### src/rtl/mem_pkg.sv
// Shared definitions for the instruction/data memory arbiter: bus widths and
// the arbiter state encoding.
package mem_pkg;

  localparam int ADDR_W = 32;
  localparam int DATA_W = 32;
  localparam int MASK_W = 4;

  typedef enum logic [1:0] {
    IDLE   = 2'd0,
    I_BUSY = 2'd1,
    D_BUSY = 2'd2
  } arb_state_t;

endpackage

### src/rtl/imem_dmem_arbiter.sv
// Shares one single-ported memory between instruction fetch and load/store,
// with a fixed priority side that is forced to yield after MAX_STREAK wins.
module imem_dmem_arbiter
  import mem_pkg::*;
#(
  parameter int DATA_PRIORITY = 1,
  parameter int MAX_STREAK    = 4
) (
  input  logic              clk,
  input  logic              rst,
  input  logic              i_req,
  input  logic [ADDR_W-1:0] i_addr,
  output logic [DATA_W-1:0] i_rdata,
  output logic              i_valid,
  output logic              imem_stall,
  input  logic              flush,
  input  logic              d_req,
  input  logic              d_we,
  input  logic [ADDR_W-1:0] d_addr,
  input  logic [DATA_W-1:0] d_wdata,
  input  logic [MASK_W-1:0] d_wmask,
  output logic [DATA_W-1:0] d_rdata,
  output logic              d_valid,
  output logic              dmem_stall,
  output logic              m_req,
  output logic              m_we,
  output logic [ADDR_W-1:0] m_addr,
  output logic [DATA_W-1:0] m_wdata,
  output logic [MASK_W-1:0] m_wmask,
  input  logic              m_ack,
  input  logic [DATA_W-1:0] m_rdata
);

  localparam logic       DPRI       = (DATA_PRIORITY != 0);
  localparam logic [3:0] STREAK_MAX = 4'(MAX_STREAK);

  arb_state_t state;
  logic [3:0] streak;
  logic       drop;

  logic i_elig, d_elig, pri_elig, oth_elig;
  logic grant_pri, grant_oth, grant_i, grant_d;

  assign imem_stall = i_req & ~i_valid;
  assign dmem_stall = d_req & ~d_valid;

  // A side whose valid is pulsing this cycle has just been served and must not re-issue.
  always_comb begin
    i_elig    = i_req & ~i_valid;
    d_elig    = d_req & ~d_valid;
    pri_elig  = DPRI ? d_elig : i_elig;
    oth_elig  = DPRI ? i_elig : d_elig;
    grant_pri = pri_elig & ~(oth_elig & (streak == STREAK_MAX));
    grant_oth = oth_elig & ~grant_pri;
    grant_d   = DPRI ? grant_pri : grant_oth;
    grant_i   = DPRI ? grant_oth : grant_pri;
  end

  always_ff @(posedge clk) begin
    if (rst) begin
      state   <= IDLE;
      m_req   <= 1'b0;
      m_we    <= 1'b0;
      m_addr  <= '0;
      m_wdata <= '0;
      m_wmask <= '0;
      i_valid <= 1'b0;
      d_valid <= 1'b0;
      i_rdata <= '0;
      d_rdata <= '0;
      streak  <= '0;
      drop    <= 1'b0;
    end else begin
      i_valid <= 1'b0;
      d_valid <= 1'b0;
      case (state)
        IDLE: begin
          // Streak only grows while the other side is actually waiting.
          if (grant_pri)
            streak <= oth_elig ? ((streak == STREAK_MAX) ? streak : streak + 4'd1) : 4'd0;
          else if (grant_oth)
            streak <= 4'd0;
          if (grant_d) begin
            state   <= D_BUSY;
            m_req   <= 1'b1;
            m_we    <= d_we;
            m_addr  <= d_addr;
            m_wdata <= d_wdata;
            m_wmask <= d_wmask;
          end else if (grant_i) begin
            state   <= I_BUSY;
            m_req   <= 1'b1;
            m_we    <= 1'b0;
            m_addr  <= i_addr;
            m_wdata <= '0;
            m_wmask <= '0;
          end
        end
        I_BUSY: begin
          // A flush on the ack cycle itself still suppresses the result.
          if (m_ack) begin
            state <= IDLE;
            m_req <= 1'b0;
            drop  <= 1'b0;
            if (!(drop | flush)) begin
              i_valid <= 1'b1;
              i_rdata <= m_rdata;
            end
          end else if (flush) begin
            drop <= 1'b1;
          end
        end
        D_BUSY: begin
          if (m_ack) begin
            state   <= IDLE;
            m_req   <= 1'b0;
            d_valid <= 1'b1;
            if (!m_we) d_rdata <= m_rdata;
          end
        end
        default: state <= IDLE;
      endcase
    end
  end

endmodule
### config.mk
export PLATFORM = sky130hd
export DESIGN_NAME = imem_dmem_arbiter
export DESIGN_NICKNAME = d
export VERILOG_FILES = /design/src/rtl/mem_pkg.sv /design/src/rtl/imem_dmem_arbiter.sv
export SDC_FILE = /design/constraint.sdc
export NUM_CORES = 1
export LEC_CHECK = 0
export CAP_MARGIN = 20
export CORE_UTILIZATION = 42
export CTS_CLUSTER_DIAMETER = 50
export DETAILED_ROUTE_END_ITERATION = 16
export PLACE_DENSITY_LB_ADDON = 0.08
export REMOVE_ABC_BUFFERS = 1
export SLEW_MARGIN = 20
export SYNTH_ARGS = -nofsm -noshare
export SYNTH_HDL_FRONTEND = slang
export SYNTH_SLANG_ARGS = --single-unit
### constraint.sdc
create_clock -name clk -period 2.9 [get_ports clk]
set_clock_uncertainty 0.2 [all_clocks]
set_input_delay 0.58 -clock clk [delete_from_list [all_inputs] [get_ports clk]]
set_output_delay 0.58 -clock clk [all_outputs]
set_load 0.02 [all_outputs]
==> results of run 1 <==
## through the flow
| stage | area (sq um) | hold slack (ps) | std cells | worst slack [ps] |
|---|---|---|---|---|
| 3_3_place_gp | 8040 | 241 | 965 | 251 |
| 6_report | 8720 | 254 | 997 | 226 |
| 2_1_floorplan | 4910 | 256 | 528 | -124 |
| 3_5_place_dp | 8040 | 246 | 965 | 252 |
| 4_1_cts | 8720 | 254 | 997 | 227 |
| 5_1_grt | 8720 | 268 | 997 | 196 |
## logic make-up (layout without fill, tap and decap cells)
kind of cell               after synthesis  after routing  synth area share, %
and+or+nand+nor                        224            224                 17.3
adders and majority gates                6              6                 1.45
DFF                                    143            143                 55.2
muxes                                    1              1                0.193
AOI/OAI and AO/OA                      148            148                 20.1
buffers and inverters                   55            328                 5.65
## worst max-delay path, cell delays in order
cell	delay, ps
clkdlybuf4s50_1	490
nor2b_1	190
clkdlybuf4s50_1	630
## registers in the layout, summed over array words and instances (netlist names)
| register | count |
|---|---|
| state | 2 |
| m_wdata | 32 |
| d_rdata | 32 |
| streak | 4 |
| m_addr | 32 |
| m_req | 1 |
| i_valid | 1 |
| d_valid | 1 |
| m_we | 1 |
| i_rdata | 32 |
| m_wmask | 4 |
| drop | 1 |
## placed cells by master (no fill, tap or decap), types with 2 or more instances in the layout
cell type,n
nor2_1,77
clkbuf_8,3
nand2_1,131
clkbuf_1,3
clkbuf_16,17
nor2b_1,2
ha_1,6
a22oi_1,40
a222oi_1,32
a211oi_1,2
nand3b_1,3
inv_1,6
buf_12,5
bufinv_16,6
clkinvlp_4,2
dfxtp_1,143
a21oi_1,66
clkdlybuf4s50_1,275
buf_4,10
## cell type report
class                   instances  area share (%)
clock buffers                  23            5.48
clock inverters                 9            2.34
inverters                       6           0.258
multi-input cells             379            23.4
flip-flops and latches        143            32.8
well taps                     147            2.11
repair buffers                290            33.6
## worst min-delay path by stage
stage	endpoint	slack, ps	cells past startpoint
floorplan	streak[3]	260	2
global placement	i_rdata[7]	240	2
detailed placement	i_rdata[8]	250	2
CTS	i_rdata[8]	250	2
global route	i_rdata[5]	270	2
finish	d_rdata[4]	250	2
## routing by layer
| metal | vias up | share of wire, % | wire [um] | global-route usage (%) |
|---|---|---|---|---|
| li1 | 2523 | - | - | - |
| met1 | 2486 | 38 | 6240 | 26.1 |
| met2 | 224 | 51 | 8500 | 45.8 |
| met3 | 37 | 7.9 | 1320 | 9.05 |
| met4 | 0 | 3.0 | 488 | 12.8 |
| met5 | - | 0 | 0 | 0 |
## where the power goes
part           internal (mW)  switching (mW)
sequential              2.08          0.0625
combinational          0.489           0.481
clock                   1.68           0.806
==> results.sh, run 1 <==
export IMPL_globalplace_congestion=0.770
export IMPL_rsz0062_at_grt="false"
export IMPL_synthCells=577
export IMPL_drt_initial_drc_count=417
export IMPL_htreeDepth=4
export IMPL_reg2reg_from="state[0]"
export IMPL_reg2reg_slack_ps=910
export IMPL_dr_total_vias=5270
export IMPL_cts_sinks=143
export IMPL_required_ps=2120
export IMPL_viasPerCell=5.29
export IMPL_drcViolationCount=0
export IMPL_wire_per_inst_um=16.6
export IMPL_async_flop_share_pct=0
export IMPL_post_synth_cell_area_avg_sq_um=8.98
export IMPL_drv_slew=0
export IMPL_crit_path_end_kind="output pin"
export IMPL_multi_input_area_sq_um=2040
export IMPL_die_y_um=113
export IMPL_ys_warn_count=0
export IMPL_crit_path_start="i_req"
export IMPL_cts_buffers=17
export IMPL_grt_max_degree=66
export IMPL_synth_edf_count=0
export IMPL_tightest_slew_ps=661
export IMPL_antenna_found_initial=0
export IMPL_portBuffers=276
export IMPL_ys_seq_area_share_pct=55.2
export IMPL_period_share_pct=92.2
export IMPL_drive_above_1_share_pct=6.35
export IMPL_status="finished clean"
export IMPL_fp_dieArea_sq_um=12800
export IMPL_syn_cell_area_sq_um=5180
export IMPL_ant_nets=0
export IMPL_synth_most_common_cell="dfxtp_1"
export IMPL_drv_cap=0
export IMPL_setup_viol=0
export IMPL_start_kind="input pin"
export IMPL_synth_seq_cells=143
export IMPL_utilization_pct=72.6
export IMPL_cts_hold_buf=0
export IMPL_fin_tns_setup_ps=0
export IMPL_clk_latency_ps=420
export IMPL_reg2reg_to="m_addr[25]"
export IMPL_crit_path_max_fanout=2
export IMPL_track_usage_pct=25.5
export IMPL_nFillCells=905
export IMPL_hp_start="d_rdata[4]"
export IMPL_yosysTopAreaCell="dfxtp_1"
export IMPL_cts_tree="built"
export IMPL_path_clk_slew_ps=60
export IMPL_p_per_area_nw_per_um2=642
export IMPL_relSlewSlack_pct=55.9
export IMPL_area_sequential_sq_um=2860
export IMPL_area_delta_synth_final_pct=68.3
export IMPL_hp_class="reg2reg"
export IMPL_clockRootBuffer="clkbuf_16"
export IMPL_clock_fmax_mhz=374
export IMPL_ys_flop_type="dfxtp_1"
export IMPL_wirelength_um=16500
export IMPL_initial_core_util_pct=43.1
export IMPL_ctsResizeCount=0
export IMPL_placementRows=40
export IMPL_grt_pass1_vias=5226
export IMPL_ioPinCount=277
export IMPL_clock_path_buffers=2
export IMPL_postCtsSetupBuffers=0
export IMPL_arrival_ps=1890
export IMPL_grt_pass1_wl_um=25200
export IMPL_ys_top_cells_by_area="dfxtp_1, nand2_1, a21oi_1"
export IMPL_hold_viol=0
export IMPL_synth_cell_type_count=33
export IMPL_overflow=0
export IMPL_power_mw=5.60
export IMPL_fp_dieW_um=113
export IMPL_path_class="in2out"
export IMPL_synth_top_area_share_pct=55.2
export IMPL_hpwl_um=11700
export IMPL_p_leak_nw=3.20
export IMPL_reg2regPathDepth=7
export IMPL_core_area_sq_um=12000
export IMPL_vdd_drop_max_uv=503
export IMPL_nets=982
export IMPL_post_route_min_period_ps=2670
export IMPL_dr_pass1_iters=8
export IMPL_crit_path_end="imem_stall"
export IMPL_antenna_cells=0
export IMPL_synth_common_cells="dfxtp_1, nand2_1, nor2_1"
Note: power is estimated with default switching activity, not from simulation.
==> inputs of run 2 (changes only) <==
- CAP_MARGIN: 20 -> 10
- MAX_ROUTING_LAYER: unset -> met4
==> run 2 against run 1 <==
  * Core utilization is the same
  * Power is essentially flat
  * Via count increased by 0.46%
  * Register-to-register slack hardly changed
  * First-iteration DRC count rose by 6.2%
  * Worst setup slack got worse by 1.8 ps
  * Sequential power is essentially flat
  * Wire length increased by 0.21%
  * Cell count did not move
  * Clock-buffer cell count stayed put
  * Sequential share of layout area unchanged
  * Global-route usage is 0.77 points higher
==> results.sh, run 2 (same netlist as run 1, synthesis figures left out) <==
export IMPL_overflow=0
export IMPL_postCtsSetupBuffers=0
export IMPL_reg2reg_slack_ps=910
export IMPL_p_leak_nw=3.20
export IMPL_cts_buffers=17
export IMPL_reg2reg_from="state[0]"
export IMPL_reg2reg_to="m_addr[25]"
export IMPL_nets=982
export IMPL_required_ps=2120
export IMPL_antenna_found_initial=0
export IMPL_cts_sinks=143
export IMPL_arrival_ps=1900
export IMPL_portBuffers=276
export IMPL_path_clk_slew_ps=60
export IMPL_dr_total_vias=5294
export IMPL_hold_viol=0
export IMPL_post_route_min_period_ps=2680
export IMPL_final_common_cell="clkdlybuf4s50_1"
export IMPL_tightest_slew_ps=659
export IMPL_antenna_cells=0
export IMPL_grt_pass1_vias=5232
export IMPL_start_kind="input pin"
export IMPL_wire_per_inst_um=16.6
export IMPL_drive_above_1_share_pct=6.35
export IMPL_drv_slew=0
export IMPL_initial_core_util_pct=43.1
export IMPL_track_usage_pct=26.3
export IMPL_hp_class="reg2reg"
export IMPL_clk_latency_ps=420
export IMPL_ant_nets=0
export IMPL_clock_path_buffers=2
export IMPL_power_mw=5.60
export IMPL_mostFrequentLayoutCells="clkdlybuf4s50_1, dfxtp_1, nand2_1"
export IMPL_cts_tree="built"
export IMPL_htreeDepth=4
export IMPL_clock_fmax_mhz=374
export IMPL_status="finished clean"
export IMPL_grt_pass1_wl_um=25200
export IMPL_area_delta_synth_final_pct=68.3
export IMPL_die_y_um=113
export IMPL_design_area_sq_um=8720
export IMPL_reg2regPathDepth=7
export IMPL_period_share_pct=92.3
export IMPL_rsz0062_at_grt="false"
export IMPL_p_per_area_nw_per_um2=642
export IMPL_crit_path_end_kind="output pin"
export IMPL_placementRows=40
export IMPL_clockRootBuffer="clkbuf_16"
export IMPL_ioPinCount=277
export IMPL_globalplace_congestion=0.781
export IMPL_fp_dieW_um=113
export IMPL_wirelength_um=16600
export IMPL_path_class="in2out"
export IMPL_viasPerCell=5.31
export IMPL_placed_area_sq_um=8040
export IMPL_ctsResizeCount=0
export IMPL_vdd_drop_max_uv=500
export IMPL_crit_path_end="imem_stall"
export IMPL_drt_initial_drc_count=443
export IMPL_grt_max_degree=66
export IMPL_drv_cap=0
export IMPL_fp_dieArea_sq_um=12800
export IMPL_dr_pass1_iters=5
export IMPL_hpwl_um=11700
export IMPL_core_area_sq_um=12000
export IMPL_drcViolationCount=0
export IMPL_dp_cells=965
export IMPL_crit_path_start="i_req"
export IMPL_finalNonFillerCells=997
export IMPL_cts_hold_buf=0
export IMPL_fin_tns_setup_ps=0
export IMPL_crit_path_max_fanout=2
export IMPL_relSlewSlack_pct=56.0
export IMPL_setup_viol=0
==> run 2: cell counts in the layout (fill, tap and decap cells not counted) <==
No cell type changed its count.
==> run 2: cell type report <==
type	count	area, sq um
flip-flops and latches	143	2860
well taps	147	184
multi-input cells	379	2040
clock buffers	23	478
clock inverters	9	204
fillers	905	3290
repair buffers	290	2930
inverters	6	22.5
==> run 2: critical path, stage by stage <==
cell,delay [ps]
clkdlybuf4s50_1,490
nor2b_1,200
clkdlybuf4s50_1,630
==> run 2: how the worst min path moves through the flow <==
stage | startpoint | end | slack (ps) | depth (start not counted)
2_1_floorplan | streak[3] | streak[3] | 260 | 2
3_3_place_gp | i_rdata[7] | i_rdata[7] | 240 | 2
3_5_place_dp | i_rdata[8] | i_rdata[8] | 250 | 2
4_1_cts | i_rdata[8] | i_rdata[8] | 250 | 2
5_1_grt | i_rdata[5] | i_rdata[5] | 270 | 2
6_report | i_rdata[8] | i_rdata[8] | 250 | 2
==> run 2: per-layer routing <==
layer / routed length (um) / vias to the layer above / GRT usage [%]
met2: 8430 / 238 / 45.6
met5: 0 / - / -
met4: 524 / 0 / 12.8
li1: - / 2526 / -
met3: 1150 / 39 / 7.23
met1: 6480 / 2491 / 27.5
==> run 2: power by group <==
part	internal [mW]	leakage [nW]	switching (mW)	total, mW
clock	1.68	0.324	0.802	2.49
sequential	2.08	1.17	0.0630	2.14
combinational	0.489	1.71	0.480	0.969
==> run 2: per-stage QoR <==
| stage | hold slack [ps] | setup WS [ps] | util [%] |
|---|---|---|---|
| 6_report | 254 | 225 | 72.6 |
| 5_1_grt | 268 | 196 | 72.6 |
| 4_1_cts | 254 | 227 | 72.6 |
| 3_5_place_dp | 246 | 252 | 66.9 |
| 3_3_place_gp | 241 | 251 | 66.9 |
| 2_1_floorplan | 256 | -124 | - |
